===== config.mk =====
export PLATFORM = sky130hd
export DESIGN_NAME = fetch_unit
export DESIGN_NICKNAME = d
export VERILOG_FILES = /design/src/rtl/fetch_unit.sv
export SDC_FILE = /design/constraint.sdc
export NUM_CORES = 1
export LEC_CHECK = 0
export CORE_MARGIN = 2
export CORE_UTILIZATION = 48
export DETAILED_ROUTE_END_ITERATION = 10
export GPL_TIMING_DRIVEN = 0
export PLACE_DENSITY = 0.87
export SLEW_MARGIN = 20
export SYNTH_ARGS = -nofsm -noshare
export SYNTH_HDL_FRONTEND = slang
export SYNTH_SLANG_ARGS = --single-unit

===== constraint.sdc =====
create_clock -name i_Clock -period 3.3 [get_ports i_Clock]
set_input_delay 0.495 -clock i_Clock [delete_from_list [all_inputs] [get_ports i_Clock]]
set_output_delay 0.495 -clock i_Clock [all_outputs]
set_load 0.02 [all_outputs]

===== src/rtl/fetch_unit.sv =====
// fetch_unit: instruction fetch stage owning the PC and a req/ack instruction memory port.
//
// Ports:
//   i_Clock       - clock, rising edge
//   i_Reset       - asynchronous active-low reset
//   i_PCNextSel   - next-PC select: 00 PC+4, 01 PC+offset, 10 rs1+offset, 11 as 00
//   i_Offset      - sign-extended immediate of the held instruction
//   i_RegBase     - rs1 value for indirect jumps
//   i_Retire      - datapath finished the held instruction
//   o_IMemReq     - registered instruction read request
//   o_IMemAddr    - read address (always the PC)
//   i_IMemAck     - read data valid this cycle
//   i_IMemData    - instruction word
//   o_Inst        - held instruction (NOP_INST when none is held)
//   o_InstValid   - o_Inst holds a fetched instruction
//   o_PC          - PC of the held or requested instruction
//   o_PCPlus4     - o_PC + 4 for link writeback
//   o_Misaligned  - misaligned target trap (only with FETCH_MISALIGN_TRAP_EN)
//
// Build option FETCH_MISALIGN_TRAP_EN: a misaligned target halts the unit until
// reset; without it the low two target bits are cleared and fetch continues.
module fetch_unit #(
    parameter logic [31:0] RESET_PC = 32'h0000_0000,
    parameter logic [31:0] NOP_INST = 32'h0000_0013
) (
    input  logic        i_Clock,
    input  logic        i_Reset,
    input  logic [1:0]  i_PCNextSel,
    input  logic [31:0] i_Offset,
    input  logic [31:0] i_RegBase,
    input  logic        i_Retire,
    output logic        o_IMemReq,
    output logic [31:0] o_IMemAddr,
    input  logic        i_IMemAck,
    input  logic [31:0] i_IMemData,
    output logic [31:0] o_Inst,
    output logic        o_InstValid,
    output logic [31:0] o_PC,
    output logic [31:0] o_PCPlus4
`ifdef FETCH_MISALIGN_TRAP_EN
    ,
    output logic        o_Misaligned
`endif
);

`ifdef FETCH_MISALIGN_TRAP_EN
    typedef enum logic [1:0] {IDLE, FETCH, EXEC, HALT} state_t;
`else
    typedef enum logic [1:0] {IDLE, FETCH, EXEC} state_t;
`endif

    state_t      state;
    logic [31:0] target;

    // Reserved select 11 falls through to PC+4; JALR clears bit 0 of its target.
    always_comb
        target = (i_PCNextSel == 2'b01) ? o_PC + i_Offset :
                 (i_PCNextSel == 2'b10) ? (i_RegBase + i_Offset) & ~32'h1 :
                 o_PC + 32'd4;

    assign o_IMemAddr = o_PC;
    assign o_PCPlus4  = o_PC + 32'd4;

    always_ff @(posedge i_Clock or negedge i_Reset) begin
        if (!i_Reset) begin
            state       <= IDLE;
            o_PC        <= RESET_PC;
            o_Inst      <= NOP_INST;
            o_InstValid <= 1'b0;
            o_IMemReq   <= 1'b0;
`ifdef FETCH_MISALIGN_TRAP_EN
            o_Misaligned <= 1'b0;
`endif
        end else begin
            case (state)
                IDLE: begin
                    state     <= FETCH;
                    o_IMemReq <= 1'b1;
                end
                FETCH: if (i_IMemAck) begin
                    o_Inst      <= i_IMemData;
                    o_InstValid <= 1'b1;
                    o_IMemReq   <= 1'b0;
                    state       <= EXEC;
                end
                EXEC: if (i_Retire) begin
                    o_Inst      <= NOP_INST;
                    o_InstValid <= 1'b0;
`ifdef FETCH_MISALIGN_TRAP_EN
                    // The faulting target is still loaded so it is visible on o_PC.
                    o_PC <= target;
                    if (|target[1:0]) begin
                        state        <= HALT;
                        o_Misaligned <= 1'b1;
                        o_IMemReq    <= 1'b0;
                    end else begin
                        state     <= FETCH;
                        o_IMemReq <= 1'b1;
                    end
`else
                    o_PC      <= target & ~32'h3;
                    state     <= FETCH;
                    o_IMemReq <= 1'b1;
`endif
                end
                default: ;
            endcase
        end
    end

endmodule

==> results.cfg, run 1 <==
[routing]
m1WireLength_um = 10410
wire_per_inst_um = 19.76
routed.top_layer = met4
vias = 7945
drt_wl_total_um = 25970
ant_nets = 0
firstDrtPassIters = 5
wl_met3_um = 2624
route.met2.wl_um = 12320
routed_via_density = 6.046
drc = 0
drt-initial-drc-count = 822

[cts]
cts_sinks = 65
cts_root_buf = clkbuf_16
hold_buffers = 0
path_clk_slew_ns = 0.06
clock_latency_ns = 0.33
cts_inserted_buffers = 9
cts.path.max_buffers = 2
h-tree-depth = 3
cts_tree = yes

[pwr]
p_leak_nw = 4.345
powerDensity_nw_per_um2 = 798.6
power_mw = 8.182
ir_drop_v = 0.0004735

[sta]
timing.setup.tns_ns = 0
clock-skew-final_ns = 0.009777
worst_pin_slew_ns = 0.7567
slew_headroom_pct = 49.56
hold_viol = 0
timing.fmax_mhz = 303.7
period_share_pct = 99.79
final-setup-viol-count = 0
rsz0062_at_grt = yes
slew_violations = 0
min_period_ns = 3.293

[critical_path]
criticalPathCategory = reg2out
path_cells = and4_4 -> or4b_4 -> or4_4 -> nor2_1 -> xor2_1 -> dlygate4sd2_1
cp_slowest_cell = or4b_4
cp_data_required_time_ns = 2.80
worstPathArrival_ns = 2.80
cp_top_family = simple AND/OR/NAND/NOR gates
critPathCaptureType = output pin
worstSetupStartpointType = flip-flop
crit_fanout = 6
critPathMaxStageDelay_ns = 0.51
crit_buf_inv = 1

[yosys]
synth-edff-count = 0
syn-cell-area_sq_um = 6967
async_flop_share_pct = 100.0
ys_seq_elements = 65
ys_warn_count = 0
ys_seq_area_share_pct = 23.40
synthCells = 865
synthDistinctLibCells = 79
synth_area_per_cell_sq_um = 8.054
synth_flop_cell = dfrtp_1

[floorplan]
boundaryPins = 232
die_x_um = 124.5
row_count = 44
core_area_sq_um = 14370
dieHeight_um = 124.5
die_area_sq_um = 15490
start_util_pct = 48.48

[grt]
grt_usage_pct = 31.73
first_global_vias = 7525
overflow = 0
grt_max_degree = 36
grt_pass1_wl_um = 39830
antenna_found_initial = 0

[layout]
final_cells = 1314
syn_to_final_growth_pct = 47.07
nFillCells = 1082
drive_gt1_share_pct = 14.60
layout.nets = 1288
n_antenna_cell = 0

[run_status]
status = complete, no violations

[placed_design]
place.gp.congestion = 0.9387
hpwl_um = 19270
io_buffer_count = 225
dpl.cell_count = 1280

[min_path]
hold_class = in2async

[flow_run]
maxCapViolCount = 0
==> where the power goes <==
group	total, mW	leakage [nW]	switching (mW)	internal [mW]
Clock	1.00	0.149	0.403	0.600
Sequential	1.71	0.793	0.545	1.16
Combinational	5.47	3.40	2.88	2.59
==> state kept, by name (all words and copies together), names as in the netlist <==
signal / flops
o_IMemAddr: 30
o_Inst: 32
o_InstValid: 1
state: 2
==> Yosys cell counts, types with 6 or more instances <==
| cell | number | area, sq um |
|---|---|---|
| o21ai_0 | 76 | 380.4 |
| a22o_1 | 30 | 262.8 |
| xnor2_1 | 33 | 289.0 |
| a21o_1 | 24 | 180.2 |
| xor2_1 | 33 | 289.0 |
| clkbuf_8 | 8 | 110.1 |
| mux2i_1 | 9 | 90.09 |
| dfrtp_1 | 62 | 1551 |
| clkbuf_1 | 26 | 97.59 |
| nand2_1 | 91 | 341.6 |
| a211oi_1 | 6 | 45.04 |
| nand4_1 | 14 | 87.58 |
| a21oi_1 | 72 | 360.4 |
| or3_1 | 6 | 37.54 |
| nor2_1 | 63 | 236.5 |
| o21a_1 | 18 | 135.1 |
| o211ai_1 | 15 | 112.6 |
| ha_1 | 60 | 750.7 |
| a31oi_1 | 9 | 56.30 |
| buf_4 | 38 | 285.3 |
| inv_1 | 21 | 78.83 |
| nor3_1 | 11 | 55.05 |
| nand3_1 | 25 | 125.1 |
| nand2b_1 | 7 | 43.79 |
==> layout make-up <==
type / instances / area [sq um] / area share, %
Buffer: 75 / 513.0 / 5.007
Clock buffer: 9 / 225.2 / 2.198
Clock inverter: 7 / 83.83 / 0.8182
Inverter: 21 / 78.83 / 0.7693
Multi-Input combinational cell: 709 / 5081 / 49.59
Sequential cell: 65 / 1642 / 16.02
Tap cell: 184 / 230.2 / 2.247
Timing Repair Buffer: 244 / 2392 / 23.35
==> per-stage QoR <==
stage / hold slack (ns) / setup WS, ns / utilization (%) / cell area [sq um]
finish: 0.09990 / 0.006984 / 71.31 / 10250
global route: 0.1241 / -0.04380 / 71.31 / 10250
CTS: 0.1145 / -0.07859 / 69.47 / 9982
detailed placement: 0.4623 / -0.9802 / 66.01 / 9485
global placement: 0.4608 / -0.9332 / 65.89 / 9468
floorplan: 0.1994 / 0.2845 / - / 6985
==> cell families after synthesis <==
kind of cell	share of synthesized area, %
compound gates	29.51
fa+ha+maj	11.06
buf+inv	8.495
flops	23.40
mux	1.616
xor+xnor	8.531
simple gates	17.33
other cells	0.05383
==> timing repair <==
| action | CTS | global route |
|---|---|---|
| cloned | 0 | 0 |
| pin swaps | 5 | 13 |
| setup buffers | 4 | 14 |
| resized for setup | 57 | 43 |
| endpoints found under the setup margin | 29 | 24 |
==> placed cells by master (no fill, tap or decap), drive strengths merged, types with 5 or more instances in the layout <==
master / Yosys / layout
conb: 1 / 6
or3: 6 / 6
o21a: 18 / 18
mux2i: 9 / 9
a21oi: 72 / 72
nand3: 25 / 25
nor2: 65 / 65
nor3: 11 / 11
nor4: 5 / 5
nand4: 14 / 14
dfrtp: 62 / 62
a22o: 30 / 30
a211oi: 6 / 6
nand2: 91 / 91
xor2: 34 / 34
clkbuf: 34 / 46
o221ai: 5 / 5
xnor2: 33 / 33
o31ai: 6 / 6
a31oi: 9 / 9
a21o: 24 / 24
ha: 60 / 60
o22ai: 5 / 5
and3: 6 / 6
dlygate4sd2: 0 / 6
or2: 5 / 5
o21ai: 78 / 78
o22a: 5 / 5
buf: 41 / 61
inv: 21 / 25
nand2b: 7 / 7
o211ai: 15 / 15
clkdlybuf4s50: 0 / 208
==> layer usage <==
layer  track usage [%]  up-vias
met4             10.24        0
met2             51.01      484
met5                 0        -
met1             42.73     3721
li1                  -     3690
met3             6.658       50
==> worst paths after layout <==
path | startpoint | endpoint | slack (ns) | cells after the start
hold / removal | i_Reset | o_Inst[29] | 0.1 | 1
setup / recovery | o_IMemAddr[10] | o_PCPlus4[31] | 0.007 | 6
setup reg to reg | o_IMemAddr[13] | o_IMemAddr[31] | 0.12 | 10
min in group i_Clock | o_InstValid | o_InstValid | 0.49 | 2
hold reg to reg | o_InstValid | o_InstValid | 0.49 | 2
max in group asynchronous | i_Reset | o_Inst[1] | 2.59 | 2
==> worst register-to-register path, delay by kind of cell (launching register included) <==
family / cells / cell delay (ns)
AND/OR/NAND/NOR: 2 / 0.57
AO/OA/AOI/OAI: 7 / 1.54
flip-flops: 1 / 0.49
adder cells (fa/ha/maj): 1 / 0.46
Note: power is estimated with default switching activity, not from simulation.
==> run 2, diff against run 1 <==
--- a/config.mk
+++ b/config.mk
@@ -6,10 +6,11 @@
 export NUM_CORES = 1
 export LEC_CHECK = 0
 export CORE_MARGIN = 2
-export CORE_UTILIZATION = 48
+export CORE_UTILIZATION = 57
 export DETAILED_ROUTE_END_ITERATION = 10
+export DONT_BUFFER_PORTS = 1
 export GPL_TIMING_DRIVEN = 0
-export PLACE_DENSITY = 0.87
+export PLACE_DENSITY = 0.76
 export SLEW_MARGIN = 20
 export SYNTH_ARGS = -nofsm -noshare
 export SYNTH_HDL_FRONTEND = slang
==> results.cfg, run 2 (synthesis results as in run 1) <==
[run_status]
status = complete, no violations

[routing]
routed_via_density = 6.730
wire_per_inst_um = 22.71
firstDrtPassIters = 5
drt_wl_total_um = 23640
ant_nets = 0
vias = 7006
drc = 0
drt-initial-drc-count = 653

[sta]
clock-skew-final_ns = 0.01199
period_share_pct = 99.00
final-setup-viol-count = 0
slew_violations = 0
hold_viol = 0
timing.fmax_mhz = 306.1
timing.setup.tns_ns = 0
slew_headroom_pct = 49.83
rsz0062_at_grt = yes
min_period_ns = 3.267
worst_pin_slew_ns = 0.7525

[cts]
cts_root_buf = clkbuf_16
cts_sinks = 65
h-tree-depth = 3
clock_latency_ns = 0.33
cts.path.max_buffers = 2
cts_inserted_buffers = 9
cts_tree = yes
path_clk_slew_ns = 0.07

[placed_design]
place.gp.congestion = 0.9804
io_buffer_count = 0
dpl.cell_count = 1017
hpwl_um = 18070

[grt]
busiest_layer = met2
grt_usage_pct = 35.04
first_global_vias = 6748
grt_max_degree = 63
met1_usage_pct = 48.45
antenna_found_initial = 0
grt_util_met3_pct = 9.370
grt_pass1_wl_um = 35750
overflow = 0
use_met2_pct = 53.33

[critical_path]
criticalPathCategory = reg2reg
cp_slowest_cell = dfrtp_2
startpoint = o_IMemAddr[11]
worstSetupStartpointType = flip-flop
worstPathArrival_ns = 3.47
cp_data_required_time_ns = 3.51
critPathCaptureType = flip-flop
reg2reg_depth = 10
cp-endpoint = o_IMemAddr[31]
path_cells = ha_1 -> nand4_1 -> a211oi_1 -> o21ai_2 -> a21oi_1 -> o21ai_1 -> o211ai_1 -> or2_2 -> o2111ai_1 -> a311o_1
critPathMaxStageDelay_ns = 0.50
reg2reg_from = o_IMemAddr[11]
crit_fanout = 7
reg2reg_to = o_IMemAddr[31]
r2r_slack_ns = 0.03

[layout]
syn_to_final_growth_pct = 11.64
regMostFlops = o_Inst
mostFrequentLayoutCells = nand2_1, o21ai_0, a21oi_1
layout.nets = 1052
final_cells = 1041
final_util_pct = 65.02
multi_input_area_sq_um = 4964
n_antenna_cell = 0
ff_latch_area_sq_um = 1647
largest_register_ff_count = 32
drive_gt1_share_pct = 15.10
final_common_cell = nand2_1
nFillCells = 1023

[floorplan]
boundaryPins = 232
die_x_um = 114.6
core_area_sq_um = 11960
dieHeight_um = 114.6
row_count = 40
die_area_sq_um = 13120
start_util_pct = 58.24

[pwr]
p_switching_mw = 3.572
p_leak_nw = 3.374
power_mw = 6.740
powerDensity_nw_per_um2 = 866.7
p_comb_share_pct = 52.5
pwr-share-clk_pct = 14.8
power.share.sequential_pct = 32.7
ir_drop_v = 0.0005182
p_sw_share_pct = 52.99
p_int_mw = 3.168

[flow_run]
maxCapViolCount = 0

[min_path]
hold_class = in2async
## run 2: per-stage QoR
step                      hold slack [ns]  area [sq um]  setup slack, ns
final                             0.02085          7777          0.03301
after global routing              0.03453          7777         -0.04667
after CTS                       0.0001439          7651         -0.01232
after detailed placement           0.2007          7169          -0.4968
after global placement             0.2006          7169          -0.4744
after floorplan                    0.1994          6985           0.2845
## run 2: metal layers
metal  part of all wire, %  up-vias
li1                      -     3213
met4                   2.5        0
met5                     0        -
met2                    45      409
met3                    11       45
met1                    42     3339
## run 2: power groups by stage
| stage | registers [mW] | logic (mW) | clock network (mW) |
|---|---|---|---|
| 5_1_grt | 2.25 | 3.83 | 1.05 |
| 2_1_floorplan | 1.96 | 2.65 | 0 |
| 3_3_place_gp | 2.16 | 3.21 | 0 |
| 3_5_place_dp | 2.16 | 3.25 | 0 |
| 6_report | 2.20 | 3.54 | 1.00 |
| 4_1_cts | 2.18 | 3.40 | 0.998 |
## run 2: layout make-up
cell class	count	share of cell area (%)
plain buffers	75	6.596
well taps	147	2.365
multi-input cells	709	63.82
clock inverters	7	1.078
repair buffers	8	1.062
inverters	21	1.014
flip-flops and latches	65	21.17
clock buffers	9	2.896
## run 2: repair_timing
item,CTS,global route
hold endpoints to repair,62,2
setup buffers,2,3
hold buffers,2,1
setup endpoints to repair,26,18
gates resized for setup,30,22
pin swaps,5,8
## run 2: critical path, delay by kind of cell (launching register included)
family          cells  cell delay [ns]
compound gates      7             1.70
fa+ha+maj           1             0.45
flops               1             0.50
simple gates        2             0.50
## run 2: how the worst min path moves through the flow
stage	from	endpoint	slack (ns)	cells past startpoint
3_3_place_gp	i_Reset	o_IMemAddr[28]	0.20	0
3_5_place_dp	i_Reset	o_IMemAddr[28]	0.20	0
4_1_cts	i_Reset	o_Inst[1]	0.0001	0
5_1_grt	i_Reset	o_IMemAddr[29]	0.03	1
6_report	i_Reset	o_IMemAddr[29]	0.02	1
2_1_floorplan	i_Reset	o_IMemAddr[10]	0.20	0
